$ cat src/rtl/bundle_arb_pkg.sv
// Shared types and helpers for the packet-aware round-robin channel arbiter.
package bundle_arb_pkg;

  typedef enum logic {
    ARB    = 1'b0,
    LOCKED = 1'b1
  } arb_state_t;

  localparam int unsigned DEFAULT_DATA_W = 32;

  function automatic int unsigned clog2(input int unsigned n);
    int unsigned r;
    r = 0;
    for (int unsigned v = n - 32'd1; v > 0; v = v >> 1) begin
      r = r + 32'd1;
    end
    return r;
  endfunction

endpackage

$ cat src/rtl/rr_priority_pick.sv
// Combinational round-robin pick: first requester after ptr, found by rotating a
// doubled request vector and taking its lowest set bit.
module rr_priority_pick
  import bundle_arb_pkg::*;
#(
  parameter int unsigned NUM_REQ = 4,
  parameter int unsigned ID_W    = clog2(NUM_REQ)
) (
  input  logic [NUM_REQ-1:0] req_i,
  input  logic [ID_W-1:0]    ptr_i,
  output logic [NUM_REQ-1:0] grant_oh_o,
  output logic [ID_W-1:0]    grant_idx_o,
  output logic               any_o
);

  logic [2*NUM_REQ-1:0] dbl_c;
  logic [NUM_REQ-1:0]   rot_c;
  int unsigned          start_c;
  int unsigned          off_c;
  int unsigned          idx_c;

  always_comb begin
    start_c = (32'(ptr_i) + 32'd1) % NUM_REQ;
    dbl_c   = {req_i, req_i};
    rot_c   = NUM_REQ'(dbl_c >> start_c);
    off_c   = 32'd0;
    // Descending scan so the lowest set bit of the rotated vector wins.
    for (int i = int'(NUM_REQ) - 1; i >= 0; i--) begin
      if (rot_c[i]) off_c = 32'(i);
    end
    idx_c       = (start_c + off_c) % NUM_REQ;
    any_o       = |rot_c;
    grant_idx_o = ID_W'(idx_c);
    grant_oh_o  = any_o ? (NUM_REQ'(1) << idx_c) : '0;
  end

endmodule

$ cat src/rtl/bundle_rr_arbiter.sv
// Shares one data channel between NUM_REQ requesters: packet-aware round-robin
// grant feeding a one-entry registered output stage.
module bundle_rr_arbiter
  import bundle_arb_pkg::*;
#(
  parameter int unsigned NUM_REQ = 4,
  parameter int unsigned DATA_W  = DEFAULT_DATA_W,
  parameter int unsigned ID_W    = clog2(NUM_REQ)
) (
  input  logic                      clock,
  input  logic                      reset,
  input  logic [NUM_REQ-1:0]        io_in_valid,
  input  logic [NUM_REQ-1:0]        io_in_last,
  input  logic [NUM_REQ*DATA_W-1:0] io_in_data,
  output logic [NUM_REQ-1:0]        io_in_ready,
  output logic                      io_out_valid,
  input  logic                      io_out_ready,
  output logic [DATA_W-1:0]         io_out_data,
  output logic                      io_out_last,
  output logic [ID_W-1:0]           io_out_id
);

  arb_state_t          state_q, state_d;
  logic [ID_W-1:0]     rr_ptr_q, rr_ptr_d;
  logic [ID_W-1:0]     lock_id_q, lock_id_d;
  logic                out_valid_q;
  logic [DATA_W-1:0]   out_data_q;
  logic                out_last_q;
  logic [ID_W-1:0]     out_id_q;

  logic [NUM_REQ-1:0]  pick_oh_c;
  logic [ID_W-1:0]     pick_idx_c;
  logic                pick_any_c;
  logic                slot_free_c;
  logic                lock_valid_c;
  logic                load_c;
  logic [ID_W-1:0]     grant_idx_c;
  logic [DATA_W-1:0]   sel_data_c;
  logic                sel_last_c;

  rr_priority_pick #(
    .NUM_REQ (NUM_REQ),
    .ID_W    (ID_W)
  ) u_pick (
    .req_i       (io_in_valid),
    .ptr_i       (rr_ptr_q),
    .grant_oh_o  (pick_oh_c),
    .grant_idx_o (pick_idx_c),
    .any_o       (pick_any_c)
  );

  // Grant decode: slot must be free; a locked packet owner excludes everyone else.
  always_comb begin
    slot_free_c  = !out_valid_q || io_out_ready;
    lock_valid_c = |(io_in_valid & (NUM_REQ'(1) << lock_id_q));
    grant_idx_c  = (state_q == LOCKED) ? lock_id_q : pick_idx_c;
    load_c       = !reset && slot_free_c &&
                   ((state_q == LOCKED) ? lock_valid_c : pick_any_c);
    io_in_ready  = load_c ? (NUM_REQ'(1) << grant_idx_c) : '0;
  end

  // Payload mux of the granted requester.
  always_comb begin
    sel_data_c = '0;
    sel_last_c = 1'b0;
    for (int i = 0; i < int'(NUM_REQ); i++) begin
      if (grant_idx_c == ID_W'(i)) begin
        sel_data_c = io_in_data[i*DATA_W +: DATA_W];
        sel_last_c = io_in_last[i];
      end
    end
  end

  // Next-state: lock on a non-last beat, unlock on the owner's last beat.
  always_comb begin
    state_d   = state_q;
    rr_ptr_d  = rr_ptr_q;
    lock_id_d = lock_id_q;
    if (load_c) begin
      rr_ptr_d = grant_idx_c;
      case (state_q)
        ARB: begin
          if (!sel_last_c) begin
            lock_id_d = grant_idx_c;
            state_d   = LOCKED;
          end
        end
        LOCKED: begin
          if (sel_last_c) state_d = ARB;
        end
        default: state_d = ARB;
      endcase
    end
  end

  always_ff @(posedge clock or posedge reset) begin
    if (reset) begin
      state_q   <= ARB;
      rr_ptr_q  <= ID_W'(NUM_REQ - 32'd1);
      lock_id_q <= '0;
    end else begin
      state_q   <= state_d;
      rr_ptr_q  <= rr_ptr_d;
      lock_id_q <= lock_id_d;
    end
  end

  // One-entry output stage; a simultaneous drain and load keeps valid high.
  always_ff @(posedge clock or posedge reset) begin
    if (reset) begin
      out_valid_q <= 1'b0;
      out_data_q  <= '0;
      out_last_q  <= 1'b0;
      out_id_q    <= '0;
    end else if (load_c) begin
      out_valid_q <= 1'b1;
      out_data_q  <= sel_data_c;
      out_last_q  <= sel_last_c;
      out_id_q    <= grant_idx_c;
    end else if (io_out_ready) begin
      out_valid_q <= 1'b0;
    end
  end

  assign io_out_valid = out_valid_q;
  assign io_out_data  = out_data_q;
  assign io_out_last  = out_last_q;
  assign io_out_id    = out_id_q;

endmodule

$ cat config.mk
export PLATFORM = sky130hd
export DESIGN_NAME = bundle_rr_arbiter
export DESIGN_NICKNAME = d
export VERILOG_FILES = /design/src/rtl/bundle_arb_pkg.sv /design/src/rtl/rr_priority_pick.sv /design/src/rtl/bundle_rr_arbiter.sv
export SDC_FILE = /design/constraint.sdc
export NUM_CORES = 1
export LEC_CHECK = 0
export BUFFER_PORTS_ARGS = -buffer_cell sky130_fd_sc_hd__buf_2
export CORE_ASPECT_RATIO = 0.5
export CORE_MARGIN = 5
export CORE_UTILIZATION = 44
export DETAILED_ROUTE_END_ITERATION = 10
export GPL_TIMING_DRIVEN = 0
export MAX_ROUTING_LAYER = met4
export PLACE_DENSITY = 0.81
export SLEW_MARGIN = 0
export SYNTH_ARGS = -nofsm -noshare
export SYNTH_HDL_FRONTEND = slang
export SYNTH_SLANG_ARGS = --single-unit
$ cat constraint.sdc
create_clock -name clock -period 5 [get_ports clock]
set_input_delay 1 -clock clock [delete_from_list [all_inputs] [get_ports clock]]
set_output_delay 1 -clock clock [all_outputs]
set_load 0.005 [all_outputs]
# Word level (Yosys, flattened, before mapping)
# Cells that the tools add are included.
# op_classes
reduce_logical	10
n_eq_ne	3
shifts	3
muxes	18
n_addsub	2
bitwise	3
# op_table
op	n
2-to-1 mux 32 bit	4
2-to-1 mux 2 bit	5
2-to-1 mux 1 bit	8
OR reduction 4 bit	2
<< shifter 1 x 2 -> 4 bit (first input constant)	2
>> shifter 8 x 2 -> 4 bit	1
bitwise AND 4 bit	1
equality test 2 bit (second input constant)	2
2-to-1 mux 4 bit	1
AND reduction 3 bit	1
adder 2 x 1 -> 2 bit (second input constant)	1
adder 2 bit	1
equality test 2 x 1 -> 1 bit (second input constant)	1
logical AND 1 bit	2
logical NOT 1 bit	2
logical NOT 2 bit	1
NOT 1 bit	2
nonzero test 2 bit	1
logical OR 1 bit	1
# word_totals
register_bits	41
wordCells	46

# Depth between registers and ports, before layout
# depth
word_depth	15
ltp_mapped	14
depth_no_buf	12

# Cells and area by module
# From an unflattened synthesis, not the netlist that was laid out.
# unflattened
cells_unflattened	262
area_unflattened_um2	3019.1
# modules_own_cells
mod	seq_area_each_um2	n_inst	cells_each	area_each_um2
bundle_rr_arbiter	1028.5	1	218	2735.1
rr_priority_pick	0.0	1	44	284.0

# Worst setup path before layout
# OpenSTA, ideal clock, no wires.
# synth_path
kind	input port to output port
startpoint	in io_in_valid[3]
endpoint	out io_in_ready[2]
required_ns	4.000
slack_ns	0.780
arrival_time_ns	3.220
n_path_buf	3
cell_stages	14
path_cell_list	buf_6 -> nor2_1 -> nor3_1 -> a21oi_1 -> o211ai_1 -> ha_1 -> xnor2_1 -> xnor2_1 -> a211oi_2 -> or2_1 -> buf_6 -> clkbuf_1 -> nor2_1 -> nor3_1
# synth_between
elab_chain_len	9
# synth_rtl
item	line	rtl
start: declaration	bundle_rr_arbiter.sv:12	input logic [NUM_REQ-1:0] io_in_valid,
>> shifter 8 x 2 -> 4 bit	rr_priority_pick.sv:25	rot_c = NUM_REQ'(dbl_c >> start_c);
2-to-1 mux 2 bit (4 in series)	rr_priority_pick.sv:29	if (rot_c[i]) off_c = 32'(i);
adder 2 bit	rr_priority_pick.sv:31	idx_c = (start_c + off_c) % NUM_REQ;
2-to-1 mux 2 bit	bundle_rr_arbiter.sv:56	grant_idx_c = (state_q == LOCKED) ? lock_id_q : pick_idx_c;
<< shifter 1 x 2 -> 4 bit	bundle_rr_arbiter.sv:59	io_in_ready = load_c ? (NUM_REQ'(1) << grant_idx_c) : '0;
2-to-1 mux 4 bit *	bundle_rr_arbiter.sv:59	
end: declaration	bundle_rr_arbiter.sv:15	output logic [NUM_REQ-1:0] io_in_ready,
# Every way passes the cells marked *; elsewhere a longest branch is shown, timed or not.

# Worst setup path after layout
# layout_path
startpoint	in io_in_valid[1]
endpoint	out io_in_ready[2]
# The elaborated chain is that of the path after synthesis.

==> impl_metrics.tcl <==
set metrics [dict create \
    slowest_delay_ns 0.37 \
    antenna_found_initial 0 \
    final_common_cell "buf_2" \
    worstPathMaxFanout 10 \
    min_path_cells 2 \
    hold_ws_ns 0.482 \
    dp_hpwl_um 8460 \
    rsz0062_at_grt "false" \
    cp.depth 15 \
    critical_path_required_ns 4.00 \
    ir_drop_v 0.000317 \
    min_period_ns 4.80 \
    ys_seq_elements 41 \
    numCtsBuffers 5 \
    cp.arrival_ns 3.80 \
    fin_nets 692 \
    slowest_stage "a211oi_2" \
    dp_cells 637 \
    root_buffer "clkbuf_16" \
    path_delay_family "buffers and inverters" \
    clock_latency_ns 0.29 \
    finalSetupViolations 0 \
    clock_sinks 41 \
    tightestPinTransition_ns 0.717 \
    finalClockSkew_ns 0.00646 \
    avgSynthCellArea_um2 8.05 \
    num_rows 21 \
    cts.htree.levels 2 \
    critPathCaptureType "primary output" \
    drt_pass1_iterations 6 \
    initial_core_util_pct 44.8 \
    cts_tree "yes" \
    grt_max_degree 36 \
    cts_buffer_depth 2 \
    tns_ns 0 \
    path_cells "buf_2 > nor2_1 > nor3_1 > a21oi_1 > o211ai_1 > ha_1 > xnor2_1 > xnor2_1 > a211oi_2 > or2_1 > buf_6 > clkbuf_1 > nor2_1 > nor3_1 > buf_2" \
    area_growth_pct 40.1 \
    dieWidth_um 126 \
    pre_cts_ws_ns -0.0396 \
    leakage_nw 1.96 \
    yosysWarningCount 0 \
    finalWirelength_um 11000 \
    clkTransAtPathRegs_ns 0.06 \
    finalHoldViolCount 0 \
    min_path_type "register to register" \
    antenna_cells 0 \
    port_buffers 177 \
    drv_slew 0 \
    die_area_mm2 0.00855 \
    start_kind "primary input" \
    grt_use_total_pct 24.7 \
    fmax_ghz 0.208 \
    outcome "complete, no violations" \
    gp_congestion 0.881 \
    synthesis.nets 507 \
    final_cell_mix "buf_2 (184), nand2_1 (67), nand3_1 (48), dfrtp_1 (39), a221oi_1 (32)" \
    dieHeight_um 67.9 \
    first_iter_violations 341 \
    fin_crit_sh_pct 96.0 \
    vias_per_cell 5.75 \
    reg2reg_depth 12 \
    path_class "primary input to primary output" \
    worst-path-buf-inv 4 \
    io_pins 179 \
    synth-edff-count 0 \
    slew_headroom_pct 51.9 \
    synth-async-reset-ratio_pct 100 \
    cap_violations 0 \
    post-cts-setup-buffers 0 \
    drive_above_1_share_pct 38.6 \
    synth_area_mm2 0.00295 \
    synthFlopType "dfrtp_1" \
    post_synth_num_cell_types 44 \
    grt_overflow 0 \
    wl_per_cell_um 17.0 \
    grt_pass1_vias 3501 \
    stdcell_count 644 \
    antenna_left 0 \
    final_util_pct 62.8 \
    via_count 3701 \
    ys_seq_area_share_pct 34.8 \
    syn_inst 367 \
    grt_pass1_wl_um 16800 \
    powerDensity_mw_per_mm2 753 \
    setup_slack_ns 0.199 \
    drcViolationCount 0 \
    core_mm2 0.00660 \
]
flip-flops by register name (all words and copies together), names as in the netlist:
signal,cells
io_out_data,32
io_out_id,2
lock_id_q,2
rr_ptr_q,2
io_out_last,1
io_out_valid,1
state_q,1
where the power goes:
group	internal [W]	total [W]	switching [W]
sequential	0.000513	0.000613	0.000100
clock	0.000232	0.000371	0.000138
combinational	0.000824	0.00213	0.00131
total	0.00157	0.00312	0.00155
path summary, 6_finish.rpt:
path	startpoint	end	slack, ns
setup / recovery	io_in_valid[1]	io_in_ready[2]	0.20
hold / removal	io_out_data[19]	io_out_data[19]	0.48
setup reg to reg	rr_ptr_q[0]	io_out_data[10]	1.59
hold reg to reg	io_out_data[19]	io_out_data[19]	0.48
max in group asynchronous	reset	rr_ptr_q[0]	3.87
min in group asynchronous	reset	io_out_data[11]	0.61
area by class of cell:
type                       instances  area [um2]
buffer                            32         144
timing repair buffer             178         906
multi-input combinational        289        1770
inverter                           5        18.8
clock inverter                     2        35.0
tap                               92         115
fill                             622        2460
clock buffer                       5         125
sequential                        41        1030
Yosys cell counts, types with 4 or more instances:
| master | n | share of area, % |
|---|---|---|
| o21ai_1 | 10 | 1.7 |
| inv_1 | 5 | 0.64 |
| clkbuf_1 | 20 | 2.5 |
| buf_2 | 7 | 1.2 |
| nand3_1 | 48 | 8.1 |
| mux2_2 | 7 | 2.7 |
| nor2_1 | 20 | 2.5 |
| dfrtp_1 | 39 | 33 |
| a21oi_1 | 19 | 3.2 |
| o21ai_0 | 15 | 2.5 |
| a221oi_1 | 32 | 9.5 |
| nand2_1 | 67 | 8.5 |
| o221ai_1 | 23 | 6.8 |
| mux2_1 | 4 | 1.5 |
| nor3_1 | 6 | 1.0 |
per-stage QoR:
| stage | total power, W | cell area, um2 |
|---|---|---|
| after global placement | 0.00268 | 3960 |
| after CTS | 0.00310 | 4140 |
| after floorplan | 0.00206 | 2950 |
| after detailed placement | 0.00272 | 3980 |
| final | 0.00312 | 4140 |
| after global routing | 0.00336 | 4140 |
cells by family after synthesis:
family                   share of synthesized area, %
AO/OA/AOI/OAI                                    27.7
flip-flops                                       34.8
XOR/XNOR                                        0.890
buffers and inverters                            5.51
adder cells (fa/ha/maj)                         0.423
multiplexers                                     5.46
AND/OR/NAND/NOR                                  25.2
what timing repair did:
action,in CTS,in global routing
resized for setup,1,0
hold buffers,0,0
setup endpoints to repair,1,0
tightest hold or removal path, delay by kind of cell, from the launching register on:
kind	cells	cell delay [ns]
flip-flops	1	0.33
AO/OA/AOI/OAI	1	0.06
AND/OR/NAND/NOR	1	0.04
routing by layer:
layer,share of wire [%],track usage (%)
met5,0,-
met2,51,43.4
met4,1.6,6.55
met1,42,30.6
met3,5.7,3.74
(Power assumes the default switching activity.)
